File: src/rtl/rr_arb8_pkg.sv
// Shared types and helpers for the eight-way round-robin arbiter.
// The rotating-priority search lives here so the arbiter core reads as a plain FSM.
package rr_arb8_pkg;

  localparam int N_REQ  = 8;
  localparam int IDX_W  = 3;
  localparam int HOLD_W = 8;

  typedef enum logic {
    IDLE  = 1'b0,
    GRANT = 1'b1
  } state_t;

  typedef logic [IDX_W-1:0]  idx_t;
  typedef logic [N_REQ-1:0]  req_t;
  typedef logic [HOLD_W-1:0] hold_t;

  typedef struct packed {
    logic found;
    idx_t idx;
  } pick_t;

  // First set request at or after ptr, wrapping 7 -> 0. The loop runs from the
  // farthest offset down, so the nearest offset wins.
  function automatic pick_t rr_pick(input req_t req, input idx_t ptr);
    pick_t p;
    idx_t  cand;
    p = '0;
    for (int i = N_REQ - 1; i >= 0; i--) begin
      cand = ptr + idx_t'(i);
      if (req[cand]) begin
        p.found = 1'b1;
        p.idx   = cand;
      end
    end
    return p;
  endfunction

endpackage

File: src/rtl/rr_arb8_if.sv
// Request/grant bundle between eight requesters and the arbiter.
interface rr_arb8_if;
  import rr_arb8_pkg::*;

  req_t req;
  req_t gnt;
  idx_t gnt_idx;
  logic gnt_valid;
  logic preempt;

  modport master (output req, input gnt, gnt_idx, gnt_valid, preempt);
  modport slave  (input req, output gnt, gnt_idx, gnt_valid, preempt);

endinterface

File: src/rtl/rr_arb8_onehot_dec3.sv
// 3-to-8 one-hot decoder with enable; all-zero output when disabled.
module onehot_dec3 (
  input  logic [2:0] sel,
  input  logic       en,
  output logic [7:0] y
);

  always_comb begin
    // NOTE: assign a default before any conditional write so no latch is inferred.
    y = '0;
    if (en) y[sel] = 1'b1;
  end

endmodule

File: src/rtl/rr_arb8.sv
// Eight-way round-robin arbiter with bounded hold (MAX_HOLD, 0 = unlimited).
// Grant is a registered owner index expanded through a one-hot decoder.
module rr_arb8
  import rr_arb8_pkg::*;
#(
  parameter int unsigned MAX_HOLD = 16
) (
  input  logic      clk,
  input  logic      rst_n,
  rr_arb8_if.slave  bus
);

  localparam hold_t HOLD_LIM = HOLD_W'(MAX_HOLD);
  localparam bit    HOLD_EN  = (MAX_HOLD != 0);

  state_t state, state_nxt;
  idx_t   ptr, ptr_nxt;
  idx_t   idx_q, idx_nxt;
  hold_t  hold_cnt, hold_nxt;
  logic   preempt_q, preempt_nxt;
  logic   valid;
  pick_t  pick;

  always_ff @(posedge clk or negedge rst_n) begin
    if (!rst_n) begin
      state     <= IDLE;
      ptr       <= '0;
      idx_q     <= '0;
      hold_cnt  <= '0;
      preempt_q <= 1'b0;
    end else begin
      // NOTE: non-blocking so every register updates from pre-edge values.
      state     <= state_nxt;
      ptr       <= ptr_nxt;
      idx_q     <= idx_nxt;
      hold_cnt  <= hold_nxt;
      preempt_q <= preempt_nxt;
    end
  end

  always_comb begin
    state_nxt   = state;
    ptr_nxt     = ptr;
    idx_nxt     = idx_q;
    hold_nxt    = hold_cnt;
    preempt_nxt = 1'b0;
    pick        = rr_pick(bus.req, ptr);

    unique case (state)
      IDLE: begin
        if (pick.found) begin
          state_nxt = GRANT;
          idx_nxt   = pick.idx;
          hold_nxt  = hold_t'(1);
        end
      end
      GRANT: begin
        // An owner dropping req on the expiry edge is an ordinary release.
        if (!bus.req[idx_q] || (HOLD_EN && hold_cnt == HOLD_LIM)) begin
          state_nxt   = IDLE;
          ptr_nxt     = idx_q + idx_t'(1);
          idx_nxt     = '0;
          hold_nxt    = '0;
          preempt_nxt = bus.req[idx_q];
        end else if (hold_cnt != '1) begin
          hold_nxt = hold_cnt + hold_t'(1);
        end
      end
    endcase
  end

  always_comb begin
    valid         = (state == GRANT);
    bus.gnt_idx   = idx_q;
    bus.gnt_valid = valid;
    bus.preempt   = preempt_q;
  end

  onehot_dec3 u_dec (
    .sel (idx_q),
    .en  (valid),
    .y   (bus.gnt)
  );

endmodule

File: src/flat_wrapper.sv
// flat-port wrapper written by rule: the top's interface ports become plain ports
module rr_arb8_flat import rr_arb8_pkg::*;
#(
  parameter int unsigned MAX_HOLD = 16
)
  (clk, rst_n, bus_req, bus_gnt, bus_gnt_idx, bus_gnt_valid, bus_preempt);
  rr_arb8_if bus_i ();
  input  logic clk;
  input  logic rst_n;
  input wire logic [$bits(bus_i.req)-1:0] bus_req;
  output wire logic [$bits(bus_i.gnt)-1:0] bus_gnt;
  output wire logic [$bits(bus_i.gnt_idx)-1:0] bus_gnt_idx;
  output wire logic [$bits(bus_i.gnt_valid)-1:0] bus_gnt_valid;
  output wire logic [$bits(bus_i.preempt)-1:0] bus_preempt;
  assign bus_i.req = bus_req;
  assign bus_gnt = bus_i.gnt;
  assign bus_gnt_idx = bus_i.gnt_idx;
  assign bus_gnt_valid = bus_i.gnt_valid;
  assign bus_preempt = bus_i.preempt;
  rr_arb8 #(.MAX_HOLD(MAX_HOLD)) u_core (.clk(clk), .rst_n(rst_n), .bus(bus_i));
endmodule
File: config.mk
export PLATFORM = sky130hd
export DESIGN_NAME = rr_arb8_flat
export DESIGN_NICKNAME = d
export VERILOG_FILES = /design/src/rtl/rr_arb8_pkg.sv /design/src/rtl/rr_arb8_if.sv /design/src/rtl/rr_arb8_onehot_dec3.sv /design/src/rtl/rr_arb8.sv /design/src/flat_wrapper.sv
export SDC_FILE = /design/constraint.sdc
export NUM_CORES = 1
export LEC_CHECK = 0
export ABC_CLOCK_PERIOD_IN_PS = 7200
export CORE_UTILIZATION = 55
export DETAILED_ROUTE_END_ITERATION = 8
export GPL_ROUTABILITY_DRIVEN = 0
export PLACE_DENSITY_LB_ADDON = 0.1
export REMOVE_ABC_BUFFERS = 1
export SLEW_MARGIN = 10
export SYNTH_ARGS = -nofsm -noshare
export SYNTH_HDL_FRONTEND = slang
export SYNTH_SLANG_ARGS = --single-unit
File: constraint.sdc
create_clock -name clk -period 7.2 [get_ports clk]
set_clock_uncertainty 0.15 [all_clocks]
set_input_delay 1.44 -clock clk [delete_from_list [all_inputs] [get_ports clk]]
set_output_delay 1.44 -clock clk [all_outputs]
set_load 0.02 [all_outputs]
==> results of run 1 <==
[critical path: stages (launching register included)]
cell and delay, ns:
dfrtp_1 0.87, inv_1 0.25, ha_1 0.68, mux4_2 0.62, a22oi_1 0.28, o21ai_0 0.14
a32oi_1 0.21, a22oi_1 0.11, o21ai_0 0.16
[cell type report]
cell class | instances | area [um^2] | area share
Sequential cell | 16 | 400.4 | 0.1998
Clock buffer | 4 | 36.28 | 0.01810
Inverter | 7 | 26.28 | 0.01311
Multi-Input combinational cell | 162 | 1266 | 0.6317
Tap cell | 44 | 55.05 | 0.02747
Timing Repair Buffer | 22 | 220.2 | 0.1099
[synth_stat cells, types with 3 or more instances]
cell type   n
nand2_1    20
o21ai_0    11
and3_1      3
a22oi_1     4
inv_1       6
mux4_1      3
mux2_2     10
buf_2       4
nor2_1     19
mux2i_1    15
xor2_1      4
a32oi_1     3
nand3_1     8
dfrtp_1    16
nor3_1      3
clkbuf_1    3
nor2b_1     3
ha_1        5
nand2b_1    4
a21oi_1    11
mux4_2      7
[routing by layer]
| metal | track usage | vias to the layer above |
|---|---|---|
| li1 | - | 774 |
| met1 | 0.4231 | 797 |
| met2 | 0.4598 | 73 |
| met3 | 0.04396 | 6 |
| met4 | 0.07143 | 0 |
| met5 | 0 | - |
[where the power goes]
part / internal, W / switching (W) / total, W
combinational: 0.000320 / 0.000358 / 0.000678
clock: 0.0000309 / 0.0000309 / 0.0000618
sequential: 0.000114 / 0.0000792 / 0.000194
[final timing paths]
path,end,depth (start not counted),slack (ns)
min reg2reg,u_core.hold_cnt[5],2,0.41
max reg2reg,u_core.bus.gnt_idx[2],8,3.63
min,u_core.hold_cnt[5],2,0.41
min in group asynchronous,u_core.bus.gnt_idx[2],1,1.43
max in group asynchronous,u_core.ptr[0],1,5.01
max,u_core.bus.gnt_idx[2],8,3.63
[metrics by stage]
step | cell area [um^2] | hold slack (ns) | util | cells | total power [W]
finish | 2004 | 0.4093 | 0.6620 | 255 | 0.0009333
global route | 2004 | 0.4492 | 0.6620 | 255 | 0.001010
CTS | 2004 | 0.4162 | 0.6620 | 255 | 0.0009242
detailed placement | 1968 | 0.3955 | 0.6500 | 251 | 0.0008600
global placement | 1968 | 0.3817 | 0.6500 | 251 | 0.0008398
floorplan | 1693 | 0.3541 | - | 185 | 0.0006859
[state kept, by name, indices dropped and copies added (netlist names)]
| register | count |
|---|---|
| u_core.bus.gnt_valid | 1 |
| u_core.hold_cnt | 8 |
| u_core.bus.gnt_idx | 3 |
| u_core.ptr | 3 |
| u_core.bus.preempt | 1 |
[logic make-up (layout without fill, tap and decap cells)]
family | Yosys count | in the layout
and+or+nand+nor | 69 | 69
AOI/OAI and AO/OA | 47 | 47
muxes | 36 | 36
DFF | 16 | 16
buffers and inverters | 16 | 33
adders and majority gates | 5 | 5
xor gates and xnor gates | 5 | 5
==> key figures, run 1 <==
Logic synthesis
  – Adder-cell share of the synthesized area: 0.03582
  – Sequential fraction of the synthesis area: 0.2292
  – Top post-synthesis cells by area: dfrtp_1 23%, mux4_2 9.0%, mux2i_1 8.6%
  – Seq cells post-synth: 16
  – Syn Area/Cell: 9.003 um^2
  – Post-synth EDFFs: 0
  – Synth Area in Compound Gates: 0.1812
  – Simple-Gate Fraction of Synth Area: 0.1884
  – Ys async rst share: 1.000
  – Top cell type's share of synthesized area: 0.2292
  – Synth Instances: between 150 and 200
  – Main combinational cell family by area after synthesis: multiplexers
  – Largest area contributor in the netlist: dfrtp_1
  – Synth cell types: 46
  – Mux contribution to synthesized area: 0.2944
  – Top_reg_cell synth: dfrtp_1
  – XOR/XNOR Fraction of Synth Area: 0.02507
  – Synth Cell Area: 0.001747 mm^2
  – Warnings, synthesis: 0

Worst setup path
  – Crit Path Class: register to register
  – R2R Path Start: u_core.ptr[0]
  – CP Launch Type: register
  – Crit end category: register
  – Critical path startpoint: u_core.ptr[0]
  – Largest fanout on the critical path: 18
  – Worst path required time: 7.27 ns
  – Crit path DAT: 3.64 ns

Route
  – Post-Route M1 WL: approximately 2000 um
  – Top Layer Used: met4
  – Routed WL: 4486 um
  – Drt wl/cell: about 18 um
  – WL met3: 318 um
  – Initial DRT Pass Iterations: 4
  – Via Count: ~1700
  – Initial DRC count: 107
  – Post-DRT Antenna Nets: 0
  – Via density per instance: 6.471
  – WL met2: 2111 um
  – Residual DRC: 0

Floorplanning
  – Die X: 58.36 um
  – Initial Util: 0.5769
  – Die Span Y: 58.36 um
  – Io pins: 23
  – Rows: 20
  – CORE AREA: 0.003028 mm^2
  – Die area: 0.003405 mm^2

CTS
  – Cts repair resizes: 0
  – Clock sinks: 16
  – Post-CTS setup buffers: 0
  – Clock Tree Root: clkbuf_4
  – CTS clk-pin slew, worst paths: 0.10 ns
  – Hold buffer count at cts: 0
  – Longest Clk Path Bufs: 2
  – CTS buffer count: 3
  – Clock network latency to the later pin of the worst-skew pair: about 0.30 ns
  – H-tree Lvls: 1
  – CTS tree: yes

Timing
  – Unrepaired setup endpoints after global routing: no
  – Top achievable clock speed: 280.3 MHz
  – Setup Viol. Count Final: 0
  – Slew HR: 0.4684
  – Fin crit share: 0.4955
  – Final hold violation count: 0
  – Minimum clock period after layout: 3.567 ns
  – PnR worst setup slack: 3.633 ns
  – Fin. max-slew vios: 0
  – Actual slew at the worst max-slew pin: 0.7975 ns
  – Total negative slack: 0 ns

Placement
  – I/O Buffers: 22
  – DPL Wire Length: ~3400 um
  – DP Worst Slack: about 3.4 ns

GRT
  – Global-route total usage across every layer: 0.2911
  – Largest net degree at the start of global routing: 19
  – Remaining Overflow, GRT: 0
  – Initial antenna violation count: 0
  – Global-route wire length before repair: approximately 7400 um
  – Number of global-route vias before repair: 1494

Outcome
  – Run status: complete, no violations

Layout
  – Most frequent cells in the layout: 22 x clkdlybuf4s50_1, 20 x nand2_1, 19 x nor2_1
  – Fillers: 244
  – Antenna diodes: 0
  – Most common cell after layout, fill and taps aside: clkdlybuf4s50_1
  – Area growth, synth to finish: 14.76%
  – Fraction of layout cells with a size suffix above 1: 0.1185
  – Nets@finish: 227

Power
  – Pwr per Cell Area: 465.6 mW/mm^2
  – P_leak: 0.8154 nW
  – Peak VDD IR: 0.2406 mV

Worst hold path
  – Hold Path Class: register to register
  – HP Start: u_core.hold_cnt[5]

Job
  – Max Cap Viol: 0
Power figures use the tool's default switching activity.
==> run 2, diff against run 1 <==
--- a/config.mk
+++ b/config.mk
@@ -5,7 +5,7 @@
 export SDC_FILE = /design/constraint.sdc
 export NUM_CORES = 1
 export LEC_CHECK = 0
-export ABC_CLOCK_PERIOD_IN_PS = 7200
+export ABC_CLOCK_PERIOD_IN_PS = 3650
 export CORE_UTILIZATION = 55
 export DETAILED_ROUTE_END_ITERATION = 8
 export GPL_ROUTABILITY_DRIVEN = 0
==> constraint.sdc (replaced) <==
create_clock -name clk -period 3.65 [get_ports clk]
set_clock_uncertainty 0.15 [all_clocks]
set_input_delay 0.73 -clock clk [delete_from_list [all_inputs] [get_ports clk]]
set_output_delay 0.73 -clock clk [all_outputs]
set_load 0.02 [all_outputs]
==> run 2 against run 1 <==
Die area did not move. Critical path depth down 1. Critical endpoint is now u_core.bus.gnt_idx[1]. Wire length is 2.5% higher.
==> key figures, run 2 (synthesized netlist as in run 1, its figures left out) <==
Outcome
  – Run status: complete, no violations

Timing
  – PnR worst setup slack: 0.8180 ns (-2.815 ns)
  – Hold_ws: 0.4277 ns (+0.01840 ns)
  – Fin. max-slew vios: 0 (unchanged)
  – Slew HR: 0.5058 (+0.03740)
  – Fin crit share: 0.7759
  – Top achievable clock speed: 353.1 MHz
  – Setup Viol. Count Final: 0 (unchanged)
  – Unrepaired setup endpoints after global routing: no
  – Minimum clock period after layout: 2.832 ns
  – Total negative slack: 0 ns (unchanged)
  – Actual slew at the worst max-slew pin: 0.7386 ns (-0.05882 ns)
  – Final hold violation count: 0 (unchanged)

Route
  – Routed WL: 4598 um (+2.5%)
  – Via Count: 1673 (+1.4%)
  – Drt wl/cell: 17.82 um (+1.3%)
  – Via density per instance: 6.484 (+0.21%)
  – Post-DRT Antenna Nets: 0 (unchanged)
  – Residual DRC: 0 (unchanged)
  – Initial DRT Pass Iterations: 4 (unchanged)
  – Initial DRC count: 117 (+9.3%)

Worst hold path
  – Hold EP: u_core.hold_cnt[5]
  – HP Start: u_core.hold_cnt[5]
  – WHS Path Cells: 2 (unchanged)
  – Hold Path Class: register to register

Worst setup path
  – Reg2Reg Setup Slack: 0.85 ns (-2.78 ns)
  – Crit path buffers/inverters: 1 (unchanged)
  – Largest fanout on the critical path: 8 (-10)
  – Worst path required time: 3.69 ns (-3.58 ns)
  – Crit path DAT: 2.87 ns (-0.77 ns)
  – Reg2Reg Depth: 8 (unchanged)
  – Crit path max-delay family: multiplexers
  – Worst r2r dst: u_core.bus.gnt_idx[1]
  – Crit Path Class: input port to register
  – CP Launch Type: input port
  – Slowest-stage cell, CP: clkdlybuf4s50_1
  – R2R Path Start: u_core.ptr[0]
  – Highest cell delay on the worst timing path: 0.57 ns (-0.30 ns)
  – Crit-path cells: clkdlybuf4s50_1, mux4_2, mux2_4, nor3_2, a211oi_1, o2111a_1, o31ai_2
  – Crit end category: register

Floorplanning
  – Die Span Y: 58.36 um (unchanged)
  – Rows: 20 (unchanged)
  – CORE AREA: 0.003028 mm^2 (unchanged)
  – Die area: 0.003405 mm^2 (unchanged)
  – Die X: 58.36 um (unchanged)
  – Io pins: 23 (unchanged)
  – Initial Util: 0.5769 (unchanged)

Power
  – Internal power: 0.0009418 W (+100%)
  – Clock power share: 0.062 (-0.004)
  – P_leak: 0.8300 nW (+1.8%)
  – Logic pwr share: 0.758 (+0.032)
  – Peak VDD IR: 0.4746 mV (+97%)
  – Switching Power: 0.0009239 W (+97%)
  – Pwr per Cell Area: 920.5 mW/mm^2 (+98%)
  – Switching portion of total power: 0.4952 (-0.006066)
  – Sequential Power Share: 0.180 (-0.027)

GRT
  – Initial antenna violation count: 0 (unchanged)
  – Global-route total usage across every layer: 0.2967 (+0.005601)
  – Global-route wire length before repair: 7679 um (+3.3%)
  – Number of global-route vias before repair: 1554 (+4.0%)
  – Remaining Overflow, GRT: 0 (unchanged)
  – Largest net degree at the start of global routing: 17 (-2)

Layout
  – Footprint of the multi-input gates: 0.001266 mm^2 (unchanged)
  – Largest register FFs: 8 (unchanged)
  – Area growth, synth to finish: 16.05%
  – Fillers: 246 (+0.82%)
  – Fraction of layout cells with a size suffix above 1: 0.1308 (+0.01236)
  – Antenna diodes: 0 (unchanged)
  – Most common cell after layout, fill and taps aside: clkdlybuf4s50_1
  – Nets@finish: 230 (+1.3%)
  – FF/Latch Area: 400.4 um^2 (unchanged)
  – Most frequent cells in the layout: 22 x clkdlybuf4s50_1, 20 x nand2_1, 19 x nor2_1
  – Register with the most flip-flops: u_core.hold_cnt
  – Non-filler cells, final: 258 (+1.2%)

Placement
  – Placed cell count: 254 (+1.2%)
  – I/O Buffers: 22 (unchanged)
  – DP Worst Slack: 0.5592 ns (-2.838 ns)
  – DPL Wire Length: 3477 um (+1.6%)

CTS
  – Clock Tree Root: clkbuf_4
  – CTS tree: yes
  – Cts repair resizes: 0 (unchanged)
  – Clock network latency to the later pin of the worst-skew pair: 0.28 ns (-0.02 ns)
  – CTS clk-pin slew, worst paths: 0.09 ns (about the same)
  – Hold buffer count at cts: 0 (unchanged)
  – Clock sinks: 16 (unchanged)
  – H-tree Lvls: 1 (unchanged)
  – CTS buffer count: 3 (unchanged)
  – Longest Clk Path Bufs: 2 (unchanged)
  – Post-CTS setup buffers: 0 (unchanged)

Job
  – Max Cap Viol: 0 (unchanged)
## run 2: changes by cell type in the layout (fill, tap and decap cells not counted), sizes merged
cell	previous run	this run
buf	0	3
## run 2: worst max-delay path by stage
stage,slack [ns],to,from,depth (start not counted)
after floorplan,0.63,u_core.bus.gnt_idx[0],u_core.ptr[0],7
after global placement,0.60,u_core.hold_cnt[1],bus_req[0],7
after detailed placement,0.56,u_core.bus.gnt_idx[1],bus_req[0],7
after CTS,0.84,u_core.bus.gnt_idx[1],bus_req[0],7
after global routing,0.65,u_core.bus.gnt_idx[1],u_core.ptr[0],8
final,0.82,u_core.bus.gnt_idx[1],bus_req[0],7
## run 2: area by class of cell
cell class | instances | area share
sequential | 16 | 0.1975
tap | 44 | 0.02716
clock buffer | 4 | 0.01790
inverter | 7 | 0.01296
multi-input combinational | 162 | 0.6247
timing repair buffer | 25 | 0.1198
## run 2: per-layer routing
metal | track usage | vias to the layer above | wire [um]
li1 | - | 781 | -
met1 | 0.4206 | 791 | 1974
met2 | 0.4516 | 87 | 2096
met3 | 0.06374 | 14 | 399
met4 | 0.1054 | 0 | 127
met5 | 0 | - | 0
## run 2: stage by stage
step	cell area (um^2)	utilization	total power, W
floorplan	1693	-	0.001353
global placement	1991	0.6574	0.001688
detailed placement	1991	0.6574	0.001729
CTS	2027	0.6694	0.001852
global route	2027	0.6694	0.002008
finish	2027	0.6694	0.001866
## run 2: worst min-delay path: cells and delay by family (launching register included)
kind	cells	cell delay [ns]
AOI/OAI and AO/OA	1	0.06
DFF	1	0.40
and+or+nand+nor	1	0.08
## run 2: power groups by stage
stage	logic, W	registers, W	clock network (W)
after floorplan	0.000992	0.000361	0
final	0.00141	0.000337	0.000115
after global routing	0.00153	0.000350	0.000127
after CTS	0.00140	0.000335	0.000119
after detailed placement	0.00139	0.000338	0
after global placement	0.00135	0.000338	0
==> run 3, diff against run 2 <==
--- a/config.mk
+++ b/config.mk
@@ -5,7 +5,7 @@
 export SDC_FILE = /design/constraint.sdc
 export NUM_CORES = 1
 export LEC_CHECK = 0
-export ABC_CLOCK_PERIOD_IN_PS = 3650
+export ABC_CLOCK_PERIOD_IN_PS = 2900
 export CORE_UTILIZATION = 55
 export DETAILED_ROUTE_END_ITERATION = 8
 export GPL_ROUTABILITY_DRIVEN = 0
==> constraint.sdc (replaced) <==
create_clock -name clk -period 2.9 [get_ports clk]
set_clock_uncertainty 0.15 [all_clocks]
set_input_delay 0.58 -clock clk [delete_from_list [all_inputs] [get_ports clk]]
set_output_delay 0.58 -clock clk [all_outputs]
set_load 0.02 [all_outputs]
==> run 3 against run 2 <==
Via count up 1.9%. Hold slack better by 0.012 ns. Combinational power up 33%. Worst setup slack worse by 0.57 ns. Clock power increased by 30%. Power rose by 31%. Highest routed layer unchanged.
==> key figures, run 3 (synthesized netlist as in run 1, its figures left out) <==
CTS
  – Clock Tree Root: clkbuf_4
  – Cts repair resizes: 0 (unchanged)
  – CTS clk-pin slew, worst paths: 0.10 ns (about the same)
  – Clock sinks: 16 (unchanged)
  – Clock network latency to the later pin of the worst-skew pair: 0.29 ns (about the same)
  – CTS tree: yes
  – Post-CTS setup buffers: 0 (unchanged)
  – CTS buffer count: 3 (unchanged)
  – Longest Clk Path Bufs: 2 (unchanged)
  – Hold buffer count at cts: 0 (unchanged)
  – H-tree Lvls: 1 (unchanged)

Power
  – Internal power: 0.001245 W (+32%)
  – Pwr per Cell Area: 1177 mW/mm^2 (+28%)
  – Sequential Power Share: 0.173 (-0.007)
  – P_leak: 0.8597 nW (+3.6%)
  – Logic pwr share: 0.765 (+0.007)
  – Peak VDD IR: 0.6728 mV (+42%)
  – Clock power share: 0.062 (about the same)
  – Switching Power: 0.001193 W (+29%)
  – Switching portion of total power: 0.4893 (-0.005858)

Floorplanning
  – Initial Util: 0.5769 (unchanged)
  – CORE AREA: 0.003028 mm^2 (unchanged)
  – Io pins: 23 (unchanged)
  – Rows: 20 (unchanged)
  – Die Span Y: 58.36 um (unchanged)
  – Die X: 58.36 um (unchanged)
  – Die area: 0.003405 mm^2 (unchanged)

Route
  – Routed WL: 4620 um (+0.48%)
  – Drt wl/cell: 17.50 um (-1.8%)
  – Post-DRT Antenna Nets: 0 (unchanged)
  – Via density per instance: 6.455 (-0.46%)
  – Initial DRT Pass Iterations: 4 (unchanged)
  – Initial DRC count: 126 (+7.7%)
  – Via Count: 1704 (+1.9%)
  – Residual DRC: 0 (unchanged)

Placement
  – DPL Wire Length: 3548 um (+2.0%)
  – Placed inst area: 0.002036 mm^2 (+2.3%)
  – I/O Buffers: 22 (unchanged)
  – DP Worst Slack: -0.01798 ns (-0.5772 ns)

Timing
  – Slew HR: 0.4963 (-0.009424)
  – Fin. max-slew vios: 0 (unchanged)
  – Actual slew at the worst max-slew pin: 0.7531 ns (+0.01451 ns)
  – Unrepaired setup endpoints after global routing: no
  – Top achievable clock speed: 376.9 MHz
  – Setup Viol. Count Final: 0 (unchanged)
  – Final hold violation count: 0 (unchanged)
  – PnR worst setup slack: 0.2464 ns (-0.5716 ns)
  – Fin crit share: 0.9150
  – Minimum clock period after layout: 2.654 ns

Worst setup path
  – Reg2Reg Depth: 8 (unchanged)
  – Worst path required time: 2.92 ns (-0.77 ns)
  – Crit end category: register
  – Reg2Reg Setup Slack: 0.35 ns (-0.50 ns)
  – CP Launch Type: input port
  – Crit Path Class: input port to register
  – Crit path DAT: 2.68 ns (-0.19 ns)
  – R2R Path Start: u_core.ptr[1]
  – Worst r2r dst: u_core.bus.gnt_idx[2]
  – Largest fanout on the critical path: 8 (unchanged)

Layout
  – Fillers: 242 (-1.6%)
  – Most common cell after layout, fill and taps aside: clkdlybuf4s50_1
  – Fraction of layout cells with a size suffix above 1: 0.1545 (+0.02370)
  – Register with the most flip-flops: u_core.hold_cnt
  – Largest register FFs: 8 (unchanged)
  – Nets@finish: 236 (+2.6%)
  – FF/Latch Area: 400.4 um^2 (unchanged)
  – Antenna diodes: 0 (unchanged)
  – Area growth, synth to finish: 18.62%
  – Footprint of the multi-input gates: 0.001266 mm^2 (unchanged)
  – Post-route design area: 0.002072 mm^2 (+2.2%)
  – Most frequent cells in the layout: 22 x clkdlybuf4s50_1, 20 x nand2_1, 19 x nor2_1
  – Fin util: 0.6843 (+0.01488)

GRT
  – Number of global-route vias before repair: 1561 (+0.45%)
  – Remaining Overflow, GRT: 0 (unchanged)
  – Initial antenna violation count: 0 (unchanged)
  – Largest net degree at the start of global routing: 18 (+1)
  – Global-route wire length before repair: 7810 um (+1.7%)
  – Global-route total usage across every layer: 0.3052 (+0.008491)

Worst hold path
  – WHS Path Cells: 2 (unchanged)
  – Hold Path Class: register to register
  – Hold EP: u_core.hold_cnt[5]
  – HP Start: u_core.hold_cnt[5]

Job
  – Max Cap Viol: 0 (unchanged)

Outcome
  – Run status: complete, no violations
run 3: changes by cell type in the layout (fill, tap and decap cells not counted):
cell,change
buf_4,+6
run 3: cell type report:
type	instances	share of cell area
repair buffers	31	0.1389
clock buffers	4	0.01751
well taps	44	0.02657
multi-input cells	162	0.6111
flip-flops and latches	16	0.1932
inverters	7	0.01268
run 3: metrics by stage:
step	power [W]	hold slack [ns]	cells	TNS (ns)
2_1_floorplan	0.001703	0.1344	185	-0.1973
3_3_place_gp	0.002194	0.3886	260	0
3_5_place_dp	0.002254	0.4047	260	-0.03517
4_1_cts	0.002420	0.4290	264	0
5_1_grt	0.002622	0.4706	264	0
6_report	0.002439	0.4401	264	0
run 3: worst max-delay path, cell delays in order:
cell and delay, ns:
clkdlybuf4s50_1 0.52, mux2i_1 0.46, mux2i_1 0.27, a221oi_1 0.38, a32oi_1 0.15, a22oi_1 0.20, o21ai_0 0.10
run 3: worst max-delay path by stage:
stage,start,endpoint,depth (start not counted)
2_1_floorplan,u_core.ptr[0],u_core.bus.gnt_idx[0],7
3_3_place_gp,bus_req[2],u_core.bus.gnt_idx[1],7
3_5_place_dp,bus_req[6],u_core.bus.gnt_idx[2],7
4_1_cts,bus_req[6],u_core.bus.gnt_idx[2],7
5_1_grt,bus_req[6],u_core.bus.gnt_idx[2],7
6_report,bus_req[6],u_core.bus.gnt_idx[2],7
run 3: metal layers:
metal  global-route usage  up-vias  wire length, um
li1                     -      800                -
met4              0.08163        0               60
met5                    0        -                0
met2               0.4647       92             2114
met1               0.4449      802             2070
met3              0.06374       10              374
run 3: power by group through the flow:
| stage | registers (W) | clock network [W] | logic [W] |
|---|---|---|---|
| 2_1_floorplan | 0.000454 | 0 | 0.00125 |
| 3_3_place_gp | 0.000419 | 0 | 0.00178 |
| 3_5_place_dp | 0.000424 | 0 | 0.00183 |
| 4_1_cts | 0.000420 | 0.000155 | 0.00185 |
| 5_1_grt | 0.000436 | 0.000168 | 0.00202 |
| 6_report | 0.000423 | 0.000150 | 0.00187 |
==> variant 1, RTL diff (settings of run 3) <==
Set the package constant `HOLD_W` to 12 (it was 8).
--- a/src/rtl/rr_arb8_pkg.sv
+++ b/src/rtl/rr_arb8_pkg.sv
@@ -4,7 +4,7 @@
 
   localparam int N_REQ  = 8;
   localparam int IDX_W  = 3;
-  localparam int HOLD_W = 8;
+  localparam int HOLD_W = 12;
 
   typedef enum logic {
     IDLE  = 1'b0,
Behaviour: no difference found for any inputs over 10 cycles, from zero or initial values and one cycle with rst_n low; that may be too few to reach the edited logic, so the function may still have changed.
==> variant 1 against run 3 <==
Critical path type is now reg2reg; wire length rose by 65%; the flow now finishes with violations (setup timing); design area grew 53%; area after synthesis rose by 30%; sequential cell count up 4; fmax shrank 11%; hold slack improved by 0.0026 ns; global-route usage up 2.2 points; largest power group unchanged; total power increased by 70%; worst setup slack got worse by 0.34 ns; core utilization increased by 15 points.
==> variant 1: results (changes against run 3) <==
run_status:
  status: "complete, but fails checks"  # was finished clean
  violations: "setup timing"
setup_path:
  cp_max_fo: 7  # was 8
  endpoint: "u_core.hold_cnt[9]"  # was u_core.bus.gnt_idx[2]
  cp_slowest_cell: "dfrtp_1"  # was clkdlybuf4s50_1
  max_stage_delay_ns: 0.42  # was 0.52 ns
  worstPathArrival_ns: 3.03  # was 2.68 ns
  startpoint: "u_core.ptr[0]"  # was bus_req[6]
  crit_family: "buffers and inverters"  # was compound AO/OA/AOI/OAI gates
synthesis:
  synth.area.top_cells: "dfrtp_1 (22%), mux4_2 (13%), mux2i_1 (7.1%), o21ai_0 (3.5%), mux2_2 (3.5%)"  # was dfrtp_1 (23%), mux4_2 (9.0%), mux2i_1 (8.6%), mux2_2 (6.4%), mux4_1 (4.5%)
  synth-xor-area-share_pct: 2.32  # was 2.51%
  yosysSeqAreaShare_pct: 22.1  # was 22.9%
  synth_cell_types: 60  # was 46
  synthCells: 249  # was 194
  synth_top_area_share_pct: 22.1  # was 22.9%
global_routing:
  grt_max_degree: 22  # was 18
  grt_pass1_wl_mm: 10.8  # was 7.81 mm
  grt_util_met2_pct: 59.9  # was 46.5%
  grt_pass1_vias: 2247  # was 1561
power_and_ir_drop:
  design_power_total_uw: 4140  # was 2440 uW
  p_sw_share_pct: 46.2  # was 48.9%
  leakage_uw: 0.00135  # was 0.000860 uW
  clock_power_share_pct: 5.3  # was 6.2%
clock_network:
  clockRootBuffer: "clkbuf_8"  # was clkbuf_4
  clkLatencyLatePin_ns: 0.26  # was 0.29 ns
  post-cts-setup-buffer-count: 6  # was 0
sta:
  max_slew_margin_pct: 64.8  # was 49.6%
  worst_slack_ns: -0.0932  # was 0.246 ns
  tns_ns: -0.164  # was 0 ns
  finalSetupViolCount: 7  # was 0
placement:
  preCtsSetupSlack_ns: -0.376  # was -0.0180 ns
  post-dp-hpwl_mm: 4.81  # was 3.55 mm
  dp_cells: 351  # was 260
detailed_routing:
  initialDrtViolationCount: 239  # was 126
  viasPerCell: 6.85  # was 6.45
  dr_wl_met2_mm: 3.87  # was 2.11 mm
  met3WireLength_um: 531  # was 374 um
layout:
  fin_nets: 339  # was 236
  num-fill-cells: 238  # was 242
  largest_reg_flops: 12  # was 8
[variant 1: cell type report]
type | instances | area (um^2) | share of cell area (%)
timing repair buffer | 90 | 779 | 24.6
multi-input combinational | 197 | 1730 | 54.5
inverter | 12 | 45.0 | 1.42
sequential | 20 | 500 | 15.8
clock buffer | 4 | 55.1 | 1.74
tap | 48 | 60.1 | 1.90
[variant 1: worst min-delay path by stage]
stage / cells after the start / endpoint / start / slack [ns]
finish: 2 / u_core.hold_cnt[10] / u_core.hold_cnt[10] / 0.44
detailed placement: 2 / u_core.hold_cnt[10] / u_core.hold_cnt[10] / 0.42
floorplan: 0 / u_core.bus.gnt_idx[0] / rst_n / 0.13
global placement: 2 / u_core.hold_cnt[5] / u_core.hold_cnt[5] / 0.41
CTS: 2 / u_core.hold_cnt[10] / u_core.hold_cnt[10] / 0.43
global route: 2 / u_core.hold_cnt[10] / u_core.hold_cnt[10] / 0.45
==> variant 2, RTL diff (settings of run 3) <==
Without the edit above. Reset style: synchronous (`rst_n`), changed in one clocked block.
--- a/src/rtl/rr_arb8.sv
+++ b/src/rtl/rr_arb8.sv
@@ -21,7 +21,7 @@
   logic   valid;
   pick_t  pick;
 
-  always_ff @(posedge clk or negedge rst_n) begin
+  always_ff @(posedge clk) begin
     if (!rst_n) begin
       state     <= IDLE;
       ptr       <= '0;
Function: differs if rst_n is asserted again (counterexample within 4 cycles, from zero or initial values and one cycle with rst_n low); with rst_n held inactive, the same outputs for 10 cycles.
==> variant 2 against run 3 <==
Worst setup slack lost 0.17 ns; wire length is 1.0% lower; sequential cell count did not move; area after synthesis is 14% lower; register-to-register slack got worse by 0.26 ns; design area fell by 1.0%.
Power is not compared: it rests on default switching activity, and its combinational part moved more than twofold at a synthesized area within 25%.
==> variant 2: results (changes against run 3) <==
run_status:
  status: "finished clean"  # unchanged
synthesis:
  synthCells: 180  # was 194
  async_reset_ff_share_pct: 0  # was 100%
  synth_compound_area_share_pct: 19.1  # was 18.1%
  synthFlopType: "dfxtp_1"  # was dfrtp_1
  synthAdderAreaFrac_pct: 4.18  # was 3.58%
  synth_top_cell_by_area: "dfxtp_1"  # was dfrtp_1
  synth_common_cells: "nor2_1 (23), nand2_1 (22), dfxtp_1 (16)"  # was nand2_1 (20), nor2_1 (19), dfrtp_1 (16)
  muxShareOfSynthArea_pct: 22.0  # was 29.4%
global_routing:
  grt_use_total_pct: 32.0  # was 30.5%
  met1_usage_pct: 42.5  # was 44.5%
  met3_usage_pct: 7.06  # was 6.37%
  grt_pass1_vias: 1454  # was 1561
  grt_max_degree: 16  # was 18
  grt_util_met2_pct: 52.0  # was 46.5%
layout:
  num-multi-input-gates: 147  # was 162
  num-fill-cells: 171  # was 242
  seq_share_pct: 15.7  # was 19.3%
  buffers: 54  # was 31
  clock_area_share_pct: 1.77  # was 1.75%
  multi_input_area_share_pct: 55.8  # was 61.1%
setup_path:
  timing.rr.end: "u_core.bus.gnt_idx[2]"  # unchanged
  crit_family: "simple AND/OR/NAND/NOR gates"  # was compound AO/OA/AOI/OAI gates
  cp_max_fo: 5  # was 8
  worstRegToRegCells: 10  # was 8
  max_stage_delay_ns: 0.47  # was 0.52 ns
detailed_routing:
  post_drt_wl_per_cell_um: 17.5  # about the same
  initialDrtViolationCount: 89  # was 126
  dr_wl_met2_mm: 2.26  # was 2.11 mm
  met1_length_mm: 1.83  # was 2.07 mm
  first_pass_iters: 5  # was 4
sta:
  hold_slack_ns: 0.376  # was 0.440 ns
  worstMarginPinSlew_ns: 0.454  # was 0.753 ns
  max_freq_mhz: 354  # was 377 MHz
worst_hold_path:
  worstHoldStart: "u_core.hold_cnt[7]"  # was u_core.hold_cnt[5]
  worstHoldEndpoint: "u_core.hold_cnt[7]"  # was u_core.hold_cnt[5]
placement:
  post-dp-hpwl_mm: 3.28  # was 3.55 mm
  dp_cells: 257  # was 260
  placed_area_mm2: 0.00195  # was 0.00204 mm^2
variant 2: cell count changes in the layout (fill, tap and decap cells not counted), sizes merged, moves of 7 or more:
cell   change
buf       +23
dfrtp     -16
dfxtp     +16
mux2       -8
mux2i      -8
nand3      -7
variant 2: worst max path at each step:
stage	end	depth (start not counted)
3_3_place_gp	u_core.hold_cnt[3]	9
4_1_cts	u_core.hold_cnt[3]	10
2_1_floorplan	u_core.hold_cnt[6]	10
6_report	u_core.hold_cnt[7]	9
5_1_grt	u_core.bus.gnt_idx[1]	10
3_5_place_dp	u_core.bus.gnt_idx[2]	9
variant 2: power by group:
group | total, uW | switching [uW] | internal, uW
logic | 882 | 465 | 417
registers | 292 | 45.3 | 247
clock network | 150 | 73.6 | 76.5
variant 2: worst reg2reg max path: cells and delay by family, from the launching register on:
family,cells,cell delay (ns)
multiplexers,1,0.57
flip-flops,1,0.37
AO/OA/AOI/OAI,7,1.24
adder cells (fa/ha/maj),1,0.36
buffers and inverters,1,0.06
